[src/rtl/isa_types.sv]
// Core-wide ISA types shared between the hart and its memory-mapped peripherals.
package isa_types;

  localparam int XLEN = 32;

  typedef enum logic [1:0] {
    WIDTH_BYTE = 2'd0,
    WIDTH_HALF = 2'd1,
    WIDTH_WORD = 2'd2
  } mem_width_t;

  typedef struct packed {
    logic [XLEN-1:0] addr;
    mem_width_t      width;
    logic            enable;
    logic [XLEN-1:0] value;
  } mem_write_control_t;

endpackage

[src/rtl/mmio_pkg.sv]
// Register offsets and STATUS layout for the MMIO peripheral hub window.
package mmio_pkg;

  localparam int MMIO_WINDOW_BITS = 5;

  localparam logic [MMIO_WINDOW_BITS-1:0] MMIO_TX_DATA   = 5'h00;
  localparam logic [MMIO_WINDOW_BITS-1:0] MMIO_LED_WRITE = 5'h04;
  localparam logic [MMIO_WINDOW_BITS-1:0] MMIO_LED_SET   = 5'h08;
  localparam logic [MMIO_WINDOW_BITS-1:0] MMIO_LED_CLR   = 5'h0C;
  localparam logic [MMIO_WINDOW_BITS-1:0] MMIO_STATUS    = 5'h10;

  localparam int STATUS_COUNT_LSB = 0;
  localparam int STATUS_COUNT_W   = 8;
  localparam int STATUS_EMPTY_BIT = 8;
  localparam int STATUS_FULL_BIT  = 9;
  localparam int STATUS_ERR_BIT   = 10;

endpackage

[src/rtl/mmio_tx_fifo.sv]
// Byte FIFO feeding the serial transmitter; rdata always shows the oldest entry.
module mmio_tx_fifo #(
  parameter  int DEPTH = 8,
  localparam int CW    = $clog2(DEPTH + 1),
  localparam int PW    = $clog2(DEPTH)
) (
  input  logic          clock,
  input  logic          reset_n,
  input  logic          push,
  input  logic          pop,
  input  logic [7:0]    wdata,
  output logic [7:0]    rdata,
  output logic          full,
  output logic          empty,
  output logic [CW-1:0] count
);

  logic [7:0]    mem [DEPTH];
  logic [PW-1:0] wr_ptr;
  logic [PW-1:0] rd_ptr;
  logic          push_ok;
  logic          pop_ok;

  assign full    = (count == CW'(DEPTH));
  assign empty   = (count == '0);
  assign push_ok = push && !full;
  assign pop_ok  = pop && !empty;
  assign rdata   = mem[rd_ptr];

  // Storage has no reset; validity is tracked purely by count.
  always_ff @(posedge clock) begin
    if (push_ok) begin
      mem[wr_ptr] <= wdata;
    end
  end

  always_ff @(posedge clock) begin
    if (!reset_n) begin
      wr_ptr <= '0;
      rd_ptr <= '0;
      count  <= '0;
    end else begin
      if (push_ok) begin
        wr_ptr <= wr_ptr + 1'b1;
      end
      if (pop_ok) begin
        rd_ptr <= rd_ptr + 1'b1;
      end
      case ({push_ok, pop_ok})
        2'b10:   count <= count + 1'b1;
        2'b01:   count <= count - 1'b1;
        default: count <= count;
      endcase
    end
  end

endmodule

[src/rtl/mmio_peripheral_hub.sv]
// MMIO window for board I/O: buffered serial TX, latched LEDs with set/clear, STATUS.
module mmio_peripheral_hub
  import isa_types::*;
  import mmio_pkg::*;
#(
  parameter logic [31:0] BASE_ADDR  = 32'h0003_0000,
  parameter int          FIFO_DEPTH = 8,
  parameter int          NUM_LEDS   = 2
) (
  input  logic                clock,
  input  logic                reset_n,
  input  mem_write_control_t  mmio_control,
  output logic [XLEN-1:0]     mmio_r_data,
  output logic                mmio_complete,
  output logic [7:0]          tx_data,
  output logic                tx_data_available,
  input  logic                tx_ready,
  output logic [NUM_LEDS-1:0] leds
);

  localparam int CW = $clog2(FIFO_DEPTH + 1);

  logic [MMIO_WINDOW_BITS-1:0] offset;
  logic                        hit;
  logic                        tx_sel;
  logic                        tx_byte;
  logic                        fifo_push;
  logic                        fifo_pop;
  logic                        fifo_full;
  logic                        fifo_empty;
  logic [CW-1:0]               fifo_count;
  logic [NUM_LEDS-1:0]         led_value;
  logic                        err;
  logic [XLEN-1:0]             status;
  logic                        unused_value_bits;

  assign offset    = mmio_control.addr[MMIO_WINDOW_BITS-1:0];
  assign hit       = mmio_control.enable &&
                     (mmio_control.addr[XLEN-1:MMIO_WINDOW_BITS] == BASE_ADDR[XLEN-1:MMIO_WINDOW_BITS]);
  assign tx_sel    = hit && (offset == MMIO_TX_DATA);
  assign tx_byte   = (mmio_control.width == WIDTH_BYTE);
  assign led_value = mmio_control.value[NUM_LEDS-1:0];

  assign unused_value_bits = ^mmio_control.value[XLEN-1:8];

  // TX handshake: a byte transfers on a posedge where tx_data_available (valid)
  // and tx_ready are both high; tx_data stays stable until that edge.
  assign tx_data_available = reset_n && !fifo_empty;
  assign fifo_pop          = tx_data_available && tx_ready;
  assign fifo_push         = reset_n && tx_sel && tx_byte && !fifo_full;

  mmio_tx_fifo #(
    .DEPTH (FIFO_DEPTH)
  ) u_tx_fifo (
    .clock   (clock),
    .reset_n (reset_n),
    .push    (fifo_push),
    .pop     (fifo_pop),
    .wdata   (mmio_control.value[7:0]),
    .rdata   (tx_data),
    .full    (fifo_full),
    .empty   (fifo_empty),
    .count   (fifo_count)
  );

  // A byte store to a full FIFO is held off so the hart stalls instead of losing data.
  always_comb begin
    mmio_complete = 1'b0;
    if (reset_n && hit) begin
      mmio_complete = !(tx_sel && tx_byte && fifo_full);
    end
  end

  always_comb begin
    status = '0;
    status[STATUS_COUNT_LSB +: STATUS_COUNT_W] = STATUS_COUNT_W'(fifo_count);
    status[STATUS_EMPTY_BIT] = fifo_empty;
    status[STATUS_FULL_BIT]  = fifo_full;
    status[STATUS_ERR_BIT]   = err;
  end

  always_comb begin
    mmio_r_data = '0;
    if (hit && (offset == MMIO_STATUS)) begin
      mmio_r_data = status;
    end
  end

  always_ff @(posedge clock) begin
    if (!reset_n) begin
      leds <= '0;
      err  <= 1'b0;
    end else if (hit) begin
      case (offset)
        MMIO_LED_WRITE: leds <= led_value;
        MMIO_LED_SET:   leds <= leds | led_value;
        MMIO_LED_CLR:   leds <= leds & ~led_value;
        MMIO_STATUS:    err  <= 1'b0;
        MMIO_TX_DATA: begin
          if (!tx_byte) begin
            err <= 1'b1;
          end
        end
        default: ;
      endcase
    end
  end

endmodule

[config.mk]
export PLATFORM = sky130hd
export DESIGN_NAME = mmio_peripheral_hub
export DESIGN_NICKNAME = d
export VERILOG_FILES = /design/src/rtl/isa_types.sv /design/src/rtl/mmio_pkg.sv /design/src/rtl/mmio_tx_fifo.sv /design/src/rtl/mmio_peripheral_hub.sv
export SDC_FILE = /design/constraint.sdc
export NUM_CORES = 1
export LEC_CHECK = 0
export ABC_AREA = 1
export BUFFER_PORTS_ARGS = -buffer_cell sky130_fd_sc_hd__buf_2
export CAP_MARGIN = 10
export CORE_AREA = 2 2 95 97
export CTS_CLUSTER_SIZE = 20
export DETAILED_ROUTE_END_ITERATION = 12
export DIE_AREA = 0 0 97 99
export GPL_ROUTABILITY_DRIVEN = 1
export HOLD_SLACK_MARGIN = 0.1
export PLACE_DENSITY = 0.74
export SLEW_MARGIN = 20
export SYNTH_ARGS = -nofsm -noshare
export SYNTH_HDL_FRONTEND = slang
export SYNTH_HIERARCHICAL = 1
export SYNTH_SLANG_ARGS = --single-unit
[constraint.sdc]
create_clock -name clock -period 2 [get_ports clock]
set_clock_uncertainty 0.05 [all_clocks]
set_input_delay 0.2 -clock clock [delete_from_list [all_inputs] [get_ports clock]]
set_output_delay 0.2 -clock clock [all_outputs]
set_load 0.005 [all_outputs]
[Word level (Yosys, flattened, before mapping)]
Memory sizes are Yosys's and may differ from the RTL's. A register that Yosys moved wholly into a read port is not among the register bits.
Cells that the tools add are included.
Operators by class
  $add $sub $neg: 4
  multipliers: 0
  div/mod/pow operators: 0
  order comparisons: 0
  equal/unequal tests: 9
  shift-type cells: 0
  muxes and demuxes: 10
  bitwise operators: 3
  reduce and logical (&&, ||, !) cells: 24
Operators with widths (count)
  == test 27 x 13 -> 1 bit, second input constant: 1
  logical AND 1 bit: 13
  2-to-1 mux 11 bit: 1
  == test 5 x 4 -> 1 bit, second input constant: 2
  case mux 4 bit (2 select lines): 1
  adder 3 x 1 -> 3 bit, second input constant: 2
  2-to-1 mux 3 bit: 2
  case mux 2 bit (3 select lines): 1
  == test 5 x 3 -> 1 bit, second input constant: 1
  == test 5 bit, second input constant: 1
  logical NOT 5 bit: 1
  adder 4 x 1 -> 4 bit, second input constant: 1
  == test 4 bit, second input constant: 1
  logical NOT 4 bit: 1
  2-to-1 mux 1 bit: 4
  nonzero test 2 bit: 2
  subtractor 4 x 1 -> 4 bit, second input constant: 1
  logical NOT 1 bit: 3
  AND reduction 3 bit: 1
  nonzero test 3 bit: 1
  AND 2 bit: 1
  == test 2 x 1 -> 1 bit, second input constant: 1
  == test 2 bit, second input constant: 1
  logical NOT 2 bit: 1
  other kinds (5): 5
Word-level totals
  register bits: 13
  bits in latches: 0
  memory bits (writable): 64
  ROM bits: 0
  bits of input ports: 70
  output and inout bits: 44
  logic and storage cells: 56
  memories kept: 1
Memory list
  u_tx_fifo.mem: words 8, width 8, rd ports 1, clocked after Yosys merged registers in 1, wr ports 1, line mmio_tx_fifo.sv:18  | logic [7:0] mem [DEPTH];

[Logic depth before layout (Yosys ltp)]
Gate-level depths: netlist of run 1.
  word-level depth: 9
  depth in mapped cells: 19
  mapped depth without buffers: 19

[Hierarchy]
Netlist of run 1, hierarchy kept.
Modules (own cells, without submodules)
  mmio_tx_fifo: instances 1, cells each 276, area each 3193.1 um2, seq. area each 2182.1 um2
  mmio_peripheral_hub: instances 1, cells each 139, area each 711.9 um2, seq. area each 60.1 um2

[Worst setup path before layout of run 1]
OpenSTA, ideal clock, no wires.
  path kind: register -> register
  start point: register u_tx_fifo.count[0]
  end point: register u_tx_fifo.count[2]
  arrival time: 1.977 ns
  required time: 1.835 ns
  setup slack: -0.143 ns
  stages on the path, launching flop included: 15
  path buffers: 0
  period minus slack after synthesis: 2.143 ns
  cell sequence: dfxtp_1 -> nor2_1 -> nand3_1 -> inv_1 -> nor3_1 -> nand2_2 -> ha_1 -> nand2_1 -> inv_1 -> nor2_1 -> ha_1 -> a21oi_1 -> xnor2_1 -> o21ai_0 -> inv_1
Between the ends
  elaborated cells on any way between the ends: 15
RTL lines
  start: declaration: line mmio_tx_fifo.sv:15  | output logic [CW-1:0] count
  start signal: assignment: line mmio_tx_fifo.sv:50  | 2'b10: count <= count + 1'b1;
  start signal: assignment: line mmio_tx_fifo.sv:51  | 2'b01: count <= count - 1'b1;
  start signal: assignment: line mmio_tx_fifo.sv:52  | default: count <= count;
  == test 4 bit (*): line mmio_tx_fifo.sv:24  | assign full = (count == CW'(DEPTH));
  net fifo_full: line mmio_peripheral_hub.sv:29  | logic fifo_full;
  logical NOT 1 bit (*): line mmio_peripheral_hub.sv:50  | assign fifo_push = reset_n && tx_sel && tx_byte && !fifo_full;
  logical AND 1 bit (*): line mmio_peripheral_hub.sv:50
  net fifo_push: line mmio_peripheral_hub.sv:27  | logic fifo_push;
  logical AND 1 bit (*): line mmio_tx_fifo.sv:26  | assign push_ok = push && !full;
  == test 2 x 1 -> 1 bit or == test 2 bit (tied branches): line mmio_tx_fifo.sv:49  | case ({push_ok, pop_ok})
  case mux 4 bit (2 select lines) or nonzero test 2 bit (tied branches)
The timed path passes the listed nets; every way through them passes the cells marked *.
A chain may end at the register's enable or synchronous reset.

[Worst setup path after layout of run 1]
  start point: register u_tx_fifo.count[1]
  end point: register u_tx_fifo.count[2]
Between the ends
  cells in the longest elaborated chain, start to end: 7
  elaborated cells on any way between the ends: 15
Ends and longest elaborated chain
  logical NOT 4 bit (*): line mmio_tx_fifo.sv:25  | assign empty = (count == '0);
  net fifo_empty: line mmio_peripheral_hub.sv:30  | logic fifo_empty;
  logical NOT 1 bit (*): line mmio_peripheral_hub.sv:48  | assign tx_data_available = reset_n && !fifo_empty;
  logical AND 1 bit (*): line mmio_peripheral_hub.sv:48
  logical AND 1 bit (*): line mmio_peripheral_hub.sv:49  | assign fifo_pop = tx_data_available && tx_ready;
  net fifo_pop: line mmio_peripheral_hub.sv:28  | logic fifo_pop;
  logical AND 1 bit (*): line mmio_tx_fifo.sv:27  | assign pop_ok = pop && !empty;
  net u_tx_fifo.pop_ok: line mmio_tx_fifo.sv:22  | logic pop_ok;
  == test 2 x 1 -> 1 bit or == test 2 bit (tied branches): line mmio_tx_fifo.sv:49
  case mux 4 bit (2 select lines) or nonzero test 2 bit (tied branches)
Marked as above.

==> impl_metrics.env, run 1 <==
export IMPL_swShare_pct=22.0
export IMPL_die_area_mm2=0.00960
export IMPL_die_width_um=97
export IMPL_avgRoutedWirePerCell_um=12.4
export IMPL_synth_cells=415
export IMPL_status="completed"
export IMPL_period_minus_slack_ns=1.95
export IMPL_p_seq_share_pct=56.9
export IMPL_antenna_found_initial=0
export IMPL_fin_util_pct=56.9
export IMPL_drc=0
export IMPL_dieHeight_um=99
export IMPL_multi_input_area_mm2=0.00141
export IMPL_holdWs_ns=0.119
export IMPL_startpoint_type="register"
export IMPL_synth_seq_area_share_pct=57.4
export IMPL_hold_depth=1
export IMPL_grt_max_degree=33
export IMPL_antenna_left=0
export IMPL_tns_ns=0
export IMPL_drive_above_1_share_pct=30.3
export IMPL_r2r_start="u_tx_fifo/count[1]"
export IMPL_globalplace_congestion=0.863
export IMPL_setup_viol=0
export IMPL_first_global_vias=2951
export IMPL_core_mm2=0.00855
export IMPL_clk_pin_slew_ns=0.09
export IMPL_synth_top_area_cell="edfxtp_1"
export IMPL_grt_ovfl_total=0
export IMPL_vdd_ir_drop_max_mv=0.327
export IMPL_powerDensity_mw_per_mm2=646
export IMPL_detailed_place_area_mm2=0.00446
export IMPL_finalNetCount=602
export IMPL_fmax_mhz=513
export IMPL_vias=3022
export IMPL_start_util_pct=45.7
export IMPL_p_clk_share_pct=38.8
export IMPL_fin_crit_sh_pct=97.4
export IMPL_grt_total_usage_pct=16.9
export IMPL_seqCellArea_mm2=0.00225
export IMPL_rows=34
export IMPL_hold_viol=0
export IMPL_worst_hold_startpoint="mmio_control[1]"
export IMPL_cts_buffers=9
export IMPL_yosys_warnings=6
export IMPL_ys_types=30
export IMPL_critical_path_max_fanout=3
export IMPL_clk_latency_ns=0.34
export IMPL_min_path_type="primary input to register"
export IMPL_holdPathEnd="u_tx_fifo/mem[4][1]"
export IMPL_avgSynthCellArea_um2=9.41
export IMPL_final_cell_area_mm2=0.00487
export IMPL_synthTopCellsByArea="edfxtp_1 49%, nor2_1 8.6%, dfxtp_1 8.2%"
export IMPL_crit_type="register to register"
export IMPL_initialDrtViolationCount=143
export IMPL_n_fill_cell=756
export IMPL_rsz0062_at_grt="true"
export IMPL_area_delta_synth_final_pct=24.6
export IMPL_cts_path_max_buffers=2
export IMPL_synth_top_area_share_pct=49.2
export IMPL_maxCapViolations=0
export IMPL_grt_pass1_wl_mm=13.0
export IMPL_first_pass_iters=6
export IMPL_dp_hpwl_mm=5.65
export IMPL_diodes=0
export IMPL_share_comb_of_total_power_pct=4.3
export IMPL_cts_tree="built"
export IMPL_port_buffers=64
export IMPL_r2r_end="u_tx_fifo/count[2]"
export IMPL_wl_mm=7.96
export IMPL_cts_root_buf="clkbuf_8"
export IMPL_htreeDepth=3
export IMPL_reg2reg_slack_ns=0.05
export IMPL_reg2reg_depth=16
export IMPL_power_switching_mw=0.691
export IMPL_critPathRequiredTime_ns=2.19
export IMPL_clock_sinks=80
export IMPL_synth_area_mm2=0.00390
export IMPL_crit_arrival_ns=2.14
export IMPL_internal_power_mw=2.45
export IMPL_p_leak_nw=2.04
export IMPL_num_io_pins=114
export IMPL_p_total_mw=3.15
export IMPL_synth_seq_cells=80
export IMPL_slew_violations=0
export IMPL_cp_end_kind="register"
export IMPL_vias_per_cell=4.72
[power by group through the flow]
stage,registers [mW],logic (mW),clock network (mW)
finish,1.79,0.136,1.22
floorplan,1.83,0.0737,0
global placement,1.83,0.120,0
global route,1.79,0.154,1.30
detailed placement,1.83,0.125,0
CTS,1.79,0.136,1.25
[cell usage after synthesis (all sizes together)]
library cell  number
nand3             10
edfxtp            64
nand4              1
nor3               3
nor2              95
and2               1
and3               3
o22ai              8
o21ai             42
conb               1
xor2               1
a31oi              1
mux2i              8
nand2             66
ha                 5
or2                2
buf               32
dfxtp             16
xnor2              2
a21oi             10
inv               42
clkbuf             2
[cell usage in the layout (no fill, tap or decap), types with 9 or more instances in the layout]
master / n
a21oi_1: 9
buf_2: 64
buf_4: 37
clkbuf_8: 9
conb_1: 25
dfxtp_1: 11
edfxtp_1: 64
inv_1: 34
nand2_1: 62
nor2_1: 83
nor2_2: 10
o21ai_0: 25
o21ai_1: 17
[cell families after synthesis]
kind of cell | after synthesis | synth area share [%]
simple gates | 181 | 18.9
compound gates | 61 | 8.11
flops | 80 | 57.4
fa+ha+maj | 5 | 1.60
other cells | 1 | 0.0960
mux | 8 | 2.05
buf+inv | 76 | 11.2
xor+xnor | 3 | 0.673
[worst max path at each step]
stage,start,end,slack (ns),depth (start not counted)
2_1_floorplan,u_tx_fifo/count[1],u_tx_fifo/count[2],-0.03,14
3_3_place_gp,mmio_control[49],u_tx_fifo/count[2],-0.19,18
3_5_place_dp,mmio_control[55],u_tx_fifo/count[2],-0.27,18
4_1_cts,u_tx_fifo/count[0],u_tx_fifo/count[1],0.01,14
5_1_grt,u_tx_fifo/count[1],u_tx_fifo/count[2],-0.07,16
6_report,u_tx_fifo/count[1],u_tx_fifo/count[2],0.05,16
[worst max-delay path, stage by stage, from the launching register on]
cell and delay, ns:
dfxtp_2 0.34, nor2_4 0.11, nand3_2 0.10, inv_2 0.07, inv_2 0.03, and3_4 0.14
nand2_4 0.07, inv_4 0.04, ha_4 0.16, nand2_2 0.06, inv_2 0.05, nor2_4 0.11
ha_2 0.18, a21oi_2 0.04, xnor2_1 0.12, o21ai_1 0.12, inv_1 0.05
[flip-flops by register name, indices dropped and copies added, names as in the netlist, named ones only]
register and cells:
u_tx_fifo/wr_ptr 3, u_tx_fifo/count 4, leds 2, u_tx_fifo/mem 64, u_tx_fifo/rd_ptr 3, err 1
[layout make-up]
type | instances | share of cell area, %
Sequential cell | 80 | 46.2
Clock inverter | 7 | 1.72
Timing Repair Buffer | 111 | 14.5
Tap cell | 108 | 2.78
Clock buffer | 9 | 2.54
Multi-Input combinational cell | 283 | 28.9
Inverter | 42 | 3.34
[per-stage QoR]
stage	std cells	worst slack, ns
after global placement	613	-0.185
after detailed placement	613	-0.269
after floorplan	439	-0.0256
after global routing	640	-0.0681
after CTS	636	0.0117
final	640	0.0524
[per-layer routing]
layer / wire, µm / track usage, %
met4: 101 / 6.28
met2: 4140 / 30.2
met5: 0 / 0
met3: 451 / 4.75
met1: 3260 / 19.4
[timing repair]
item                                   4_1_cts  5_1_grt
pin swaps                                    1       11
gates resized for setup                     13       25
setup buffers                                0        4
setup endpoints to repair                    2       44
endpoints found under the hold margin       56        0
hold buffers                                 7        0
(Power assumes the default switching activity.)
==> inputs of run 2 (changes only) <==
==> constraint.sdc (replaced) <==
create_clock -name clock -period 1.7 [get_ports clock]
set_clock_uncertainty 0.05 [all_clocks]
set_input_delay 0.17 -clock clock [delete_from_list [all_inputs] [get_ports clock]]
set_output_delay 0.17 -clock clock [all_outputs]
set_load 0.005 [all_outputs]
==> impl_metrics.env, run 2 (same netlist as run 1, synthesis figures left out) <==
export IMPL_min_path_type="primary input to register"
export IMPL_wl_mm=9.05
export IMPL_hold_viol=0
export IMPL_antenna_left=0
export IMPL_final_common_cell="nor2_1"
export IMPL_critical_path_max_fanout=6
export IMPL_violations="negative setup slack"
export IMPL_fin_crit_sh_pct=116
export IMPL_drc=0
export IMPL_slowest_delay_ns=0.34
export IMPL_dp_hpwl_mm=5.82
export IMPL_num_io_pins=114
export IMPL_avgRoutedWirePerCell_um=13.7
export IMPL_clock_sinks=80
export IMPL_die_width_um=97
export IMPL_period_minus_slack_ns=1.98
export IMPL_top_register="u_tx_fifo/mem"
export IMPL_grt_total_usage_pct=18.8
export IMPL_grt_ovfl_total=0
export IMPL_holdPathEnd="leds[0]"
export IMPL_diodes=0
export IMPL_crit_type="register to register"
export IMPL_slew_violations=0
export IMPL_first_global_vias=3140
export IMPL_reg2reg_slack_ns=-0.28
export IMPL_setup_slack_ns=-0.277
export IMPL_worst_path_buf_inv=6
export IMPL_core_mm2=0.00855
export IMPL_clk_pin_slew_ns=0.09
export IMPL_antenna_found_initial=0
export IMPL_finalNetCount=624
export IMPL_setup_viol=68
export IMPL_vias_per_cell=4.86
export IMPL_maxCapViolations=0
export IMPL_tns_ns=-5.26
export IMPL_rsz0062_at_grt="true"
export IMPL_cts_path_max_buffers=2
export IMPL_vdd_ir_drop_max_mv=0.380
export IMPL_first_pass_iters=4
export IMPL_worstPathCellList="nor2_4 -> nand3_2 -> inv_2 -> inv_2 -> and3_4 -> nand2_4 -> inv_4 -> buf_4 -> ha_4 -> xnor2_2 -> inv_1 -> nand3_1 -> nand3_2 -> nand2_1 -> inv_1"
export IMPL_drive_above_1_share_pct=38.1
export IMPL_htreeDepth=3
export IMPL_initialDrtViolationCount=174
export IMPL_cp_end_kind="register"
export IMPL_reg2reg_depth=15
export IMPL_top_regs="u_tx_fifo/mem (64), u_tx_fifo/count (4)"
export IMPL_r2r_end="u_tx_fifo/count[3]"
export IMPL_port_buffers=64
export IMPL_mostFrequentLayoutCells="70 x nor2_1, 64 x buf_2, 64 x edfxtp_1"
export IMPL_largest_reg_flops=64
export IMPL_grt_max_degree=33
export IMPL_status="finished, violations left"
export IMPL_vias=3219
export IMPL_dp_cells=624
export IMPL_startpoint_type="register"
export IMPL_crit_arrival_ns=2.18
export IMPL_clk_latency_ns=0.35
export IMPL_worst_hold_startpoint="reset_n"
export IMPL_dieHeight_um=99
export IMPL_rows=34
export IMPL_cp_slowest_cell="dfxtp_2"
export IMPL_r2r_start="u_tx_fifo/count[0]"
export IMPL_critPathRequiredTime_ns=1.90
export IMPL_powerDensity_mw_per_mm2=711
export IMPL_fmax_mhz=506
export IMPL_p_leak_nw=2.22
export IMPL_cts_tree="built"
export IMPL_hold_depth=4
export IMPL_finalNonFillerCells=662
export IMPL_die_area_mm2=0.00960
export IMPL_cp_top_family="simple AND/OR/NAND/NOR gates"
export IMPL_cts_root_buf="clkbuf_8"
export IMPL_start_util_pct=45.7
export IMPL_area_delta_synth_final_pct=38.6
export IMPL_cts_buffers=9
export IMPL_grt_pass1_wl_mm=14.2
export IMPL_globalplace_congestion=0.835
==> run 2: changes by cell type in the layout (fill, tap and decap cells not counted), moves of 6 or more <==
cell,delta
o21ai_0,-15
o21ai_1,+6
nor2_1,-13
nor2_4,+14
o21ai_2,+9
buf_6,+8
buf_12,+9
==> run 2: area by class of cell <==
type | instances | area (µm²)
Inverter | 42 | 168
Clock inverter | 7 | 101
Multi-Input combinational cell | 283 | 1590
Timing Repair Buffer | 133 | 1050
Tap cell | 108 | 135
Fill cell | 661 | 3140
Sequential cell | 80 | 2250
Clock buffer | 9 | 124
==> run 2: what timing repair did <==
item,in CTS,in global routing
resized for setup,54,39
setup endpoints to repair,76,81
endpoints found under the hold margin,64,0
hold buffers,8,0
setup buffers,13,1
gates cloned,3,1
pin swaps,18,25
==> run 2: worst max-delay path by stage <==
stage | startpoint | endpoint | slack (ns) | depth (start not counted)
after CTS | u_tx_fifo/count[1] | u_tx_fifo/count[2] | -0.23 | 16
after global routing | u_tx_fifo/count[0] | u_tx_fifo/count[3] | -0.39 | 18
after global placement | mmio_control[59] | u_tx_fifo/count[2] | -0.43 | 17
after detailed placement | mmio_control[61] | u_tx_fifo/count[2] | -0.52 | 18
final | u_tx_fifo/count[0] | u_tx_fifo/count[3] | -0.28 | 15
after floorplan | mmio_control[59] | u_tx_fifo/count[2] | -0.26 | 16
==> run 2: stage by stage <==
stage	power (mW)	hold slack, ns	util, %	instance area [µm²]	setup slack (ns)
5_1_grt	3.99	0.188	63.3	5410	-0.393
4_1_cts	3.86	0.166	62.4	5340	-0.233
6_report	3.85	0.180	63.3	5410	-0.277
3_3_place_gp	2.30	0.392	54.9	4690	-0.432
2_1_floorplan	2.24	0.219	-	4090	-0.262
3_5_place_dp	2.31	0.394	54.9	4690	-0.522
==> run 2: report_power, final <==
part            switching (mW)  leakage, nW  internal (mW)
combinational           0.0913         1.40         0.0822
clock                    0.729        0.112          0.845
sequential     0.0000000000312        0.707           2.10
total                    0.820         2.22           3.03
==> run 2: per-layer routing <==
metal	share of wire, %	up-vias	track usage [%]
met5	0	-	0
met4	2.3	0	7.69
met3	5.9	18	4.54
met2	53	108	34.9
met1	39	1503	20.5
li1	-	1590	-
==> run 2: worst register-to-register path, cell delays in order, from the launching register on <==
cell and delay (ns):
dfxtp_2 0.34, nor2_4 0.13, nand3_2 0.10, inv_2 0.08
inv_2 0.04, and3_4 0.14, nand2_4 0.07, inv_4 0.05
buf_4 0.15, ha_4 0.18, xnor2_2 0.20, inv_1 0.07
nand3_1 0.11, nand3_2 0.08, nand2_1 0.06, inv_1 0.03
==> inputs of run 3 (changes only) <==
--- a/config.mk
+++ b/config.mk
@@ -8,13 +8,13 @@
 export ABC_AREA = 1
 export BUFFER_PORTS_ARGS = -buffer_cell sky130_fd_sc_hd__buf_2
 export CAP_MARGIN = 10
-export CORE_AREA = 2 2 95 97
+export CORE_AREA = 2 2 90 92
 export CTS_CLUSTER_SIZE = 20
 export DETAILED_ROUTE_END_ITERATION = 12
-export DIE_AREA = 0 0 97 99
+export DIE_AREA = 0 0 92 94
 export GPL_ROUTABILITY_DRIVEN = 1
 export HOLD_SLACK_MARGIN = 0.1
-export PLACE_DENSITY = 0.74
+export PLACE_DENSITY = 0.78
 export SLEW_MARGIN = 20
 export SYNTH_ARGS = -nofsm -noshare
 export SYNTH_HDL_FRONTEND = slang
==> constraint.sdc (replaced) <==
create_clock -name clock -period 2.2 [get_ports clock]
set_clock_uncertainty 0.05 [all_clocks]
set_input_delay 0.22 -clock clock [delete_from_list [all_inputs] [get_ports clock]]
set_output_delay 0.22 -clock clock [all_outputs]
set_load 0.005 [all_outputs]
==> impl_metrics.env, run 3 (same netlist as run 1, synthesis figures left out) <==
export IMPL_power_switching_mw=0.636
export IMPL_avgRoutedWirePerCell_um=13.0
export IMPL_wl_mm=8.13
export IMPL_slowest_delay_ns=0.32
export IMPL_internal_power_mw=2.22
export IMPL_hold_viol=0
export IMPL_vias_per_cell=4.88
export IMPL_vdd_ir_drop_max_mv=0.272
export IMPL_drive_above_1_share_pct=26.7
export IMPL_antenna_left=0
export IMPL_vias=3060
export IMPL_startpoint_type="register"
export IMPL_top_register="u_tx_fifo/mem"
export IMPL_holdWs_ns=0.125
export IMPL_mostFrequentLayoutCells="86 x nor2_1, 64 x buf_2, 64 x edfxtp_1"
export IMPL_htreeDepth=3
export IMPL_die_area_mm2=0.00865
export IMPL_clk_latency_ns=0.35
export IMPL_dp_slack_ns=-0.264
export IMPL_powerDensity_mw_per_mm2=603
export IMPL_grt_max_degree=33
export IMPL_grt_pass1_wl_mm=12.6
export IMPL_first_global_vias=2765
export IMPL_grt_total_usage_pct=19.2
export IMPL_p_leak_nw=2.00
export IMPL_dieHeight_um=94
export IMPL_setup_viol=0
export IMPL_cp_slowest_cell="dfxtp_1"
export IMPL_diodes=0
export IMPL_dp_hpwl_mm=5.71
export IMPL_clk_pin_slew_ns=0.08
export IMPL_final_common_cell="nor2_1"
export IMPL_p_total_mw=2.86
export IMPL_cp_end_kind="register"
export IMPL_p_seq_share_pct=56.9
export IMPL_status="completed"
export IMPL_worstPathCellList="inv_1 -> nand3_2 -> inv_2 -> inv_1 -> and3_1 -> nand2_2 -> inv_2 -> ha_4 -> nand2_1 -> inv_2 -> nor2_2 -> ha_2 -> a21oi_1 -> xnor2_1 -> o21ai_1 -> inv_1"
export IMPL_slew_violations=0
export IMPL_fin_crit_sh_pct=93.7
export IMPL_core_mm2=0.00761
export IMPL_crit_type="register to register"
export IMPL_finalNetCount=595
export IMPL_crit_arrival_ns=2.26
export IMPL_globalplace_congestion=0.833
export IMPL_p_clk_share_pct=38.9
export IMPL_cts_root_buf="clkbuf_8"
export IMPL_antenna_found_initial=0
export IMPL_clock_sinks=80
export IMPL_num_io_pins=114
export IMPL_setup_slack_ns=0.138
export IMPL_min_path_type="primary input to register"
export IMPL_period_minus_slack_ns=2.06
export IMPL_maxCapViolations=0
export IMPL_cts_tree="built"
export IMPL_top_regs="u_tx_fifo/mem (64), u_tx_fifo/count (4)"
export IMPL_area_delta_synth_final_pct=21.4
export IMPL_largest_reg_flops=64
export IMPL_critPathRequiredTime_ns=2.40
export IMPL_drc=0
export IMPL_initialDrtViolationCount=163
export IMPL_fmax_mhz=485
export IMPL_swShare_pct=22.2
export IMPL_critical_path_max_fanout=4
export IMPL_first_pass_iters=4
export IMPL_cts_buffers=9
export IMPL_port_buffers=64
export IMPL_share_comb_of_total_power_pct=4.2
export IMPL_rows=32
export IMPL_grt_ovfl_total=0
export IMPL_start_util_pct=51.3
export IMPL_die_width_um=92
export IMPL_cts_path_max_buffers=2
export IMPL_fin_util_pct=62.3
-- run 3: worst max-delay path, delay by kind of cell, from the launching register on --
kind	cells	cell delay, ns
simple gates	5	0.53
buf+inv	6	0.37
fa+ha+maj	2	0.35
flops	1	0.32
compound gates	2	0.20
xor+xnor	1	0.13
-- run 3: final timing paths --
kind,startpoint,to,slack [ns],cells after the start
max,u_tx_fifo/count[2],u_tx_fifo/count[2],0.14,16
min,mmio_control[0],u_tx_fifo/mem[5][0],0.13,1
max reg2reg,u_tx_fifo/count[2],u_tx_fifo/count[2],0.14,16
min reg2reg,u_tx_fifo/rd_ptr[0],u_tx_fifo/rd_ptr[0],0.45,1
-- run 3: what timing repair did --
item | CTS | global route
pin swaps | 0 | 9
hold buffers | 6 | 0
endpoints found under the setup margin | 1 | 3
endpoints found under the hold margin | 46 | 0
gates resized for setup | 1 | 17
setup buffers | 0 | 2
-- run 3: power by group through the flow --
stage | Sequential [mW] | Combinational [mW] | Clock [mW]
after detailed placement | 1.66 | 0.112 | 0
after CTS | 1.63 | 0.120 | 1.14
after global routing | 1.63 | 0.137 | 1.20
final | 1.63 | 0.121 | 1.11
after global placement | 1.66 | 0.106 | 0
after floorplan | 1.66 | 0.0664 | 0
-- run 3: through the flow --
stage | cells | cell area, µm² | TNS, ns
after global placement | 603 | 4410 | -0.666
final | 627 | 4740 | 0
after CTS | 625 | 4680 | 0
after detailed placement | 603 | 4410 | -1.93
after floorplan | 439 | 4000 | 0
after global routing | 627 | 4740 | -0.0246
-- run 3: per-layer routing --
layer  up-vias  wire length, µm  GRT usage [%]
met1      1408             3260           21.9
met4         0              190           8.21
met2       104             4200           34.1
li1       1530                -              -
met3        18              474           4.90
met5         -                0              0
-- run 3: area by class of cell --
type	instances	area (µm²)
clock buffers	9	124
clock inverters	7	82.6
fillers	655	2870
inverters	42	158
multi-input cells	283	1370
flip-flops and latches	80	2250
well taps	102	128
repair buffers	104	636
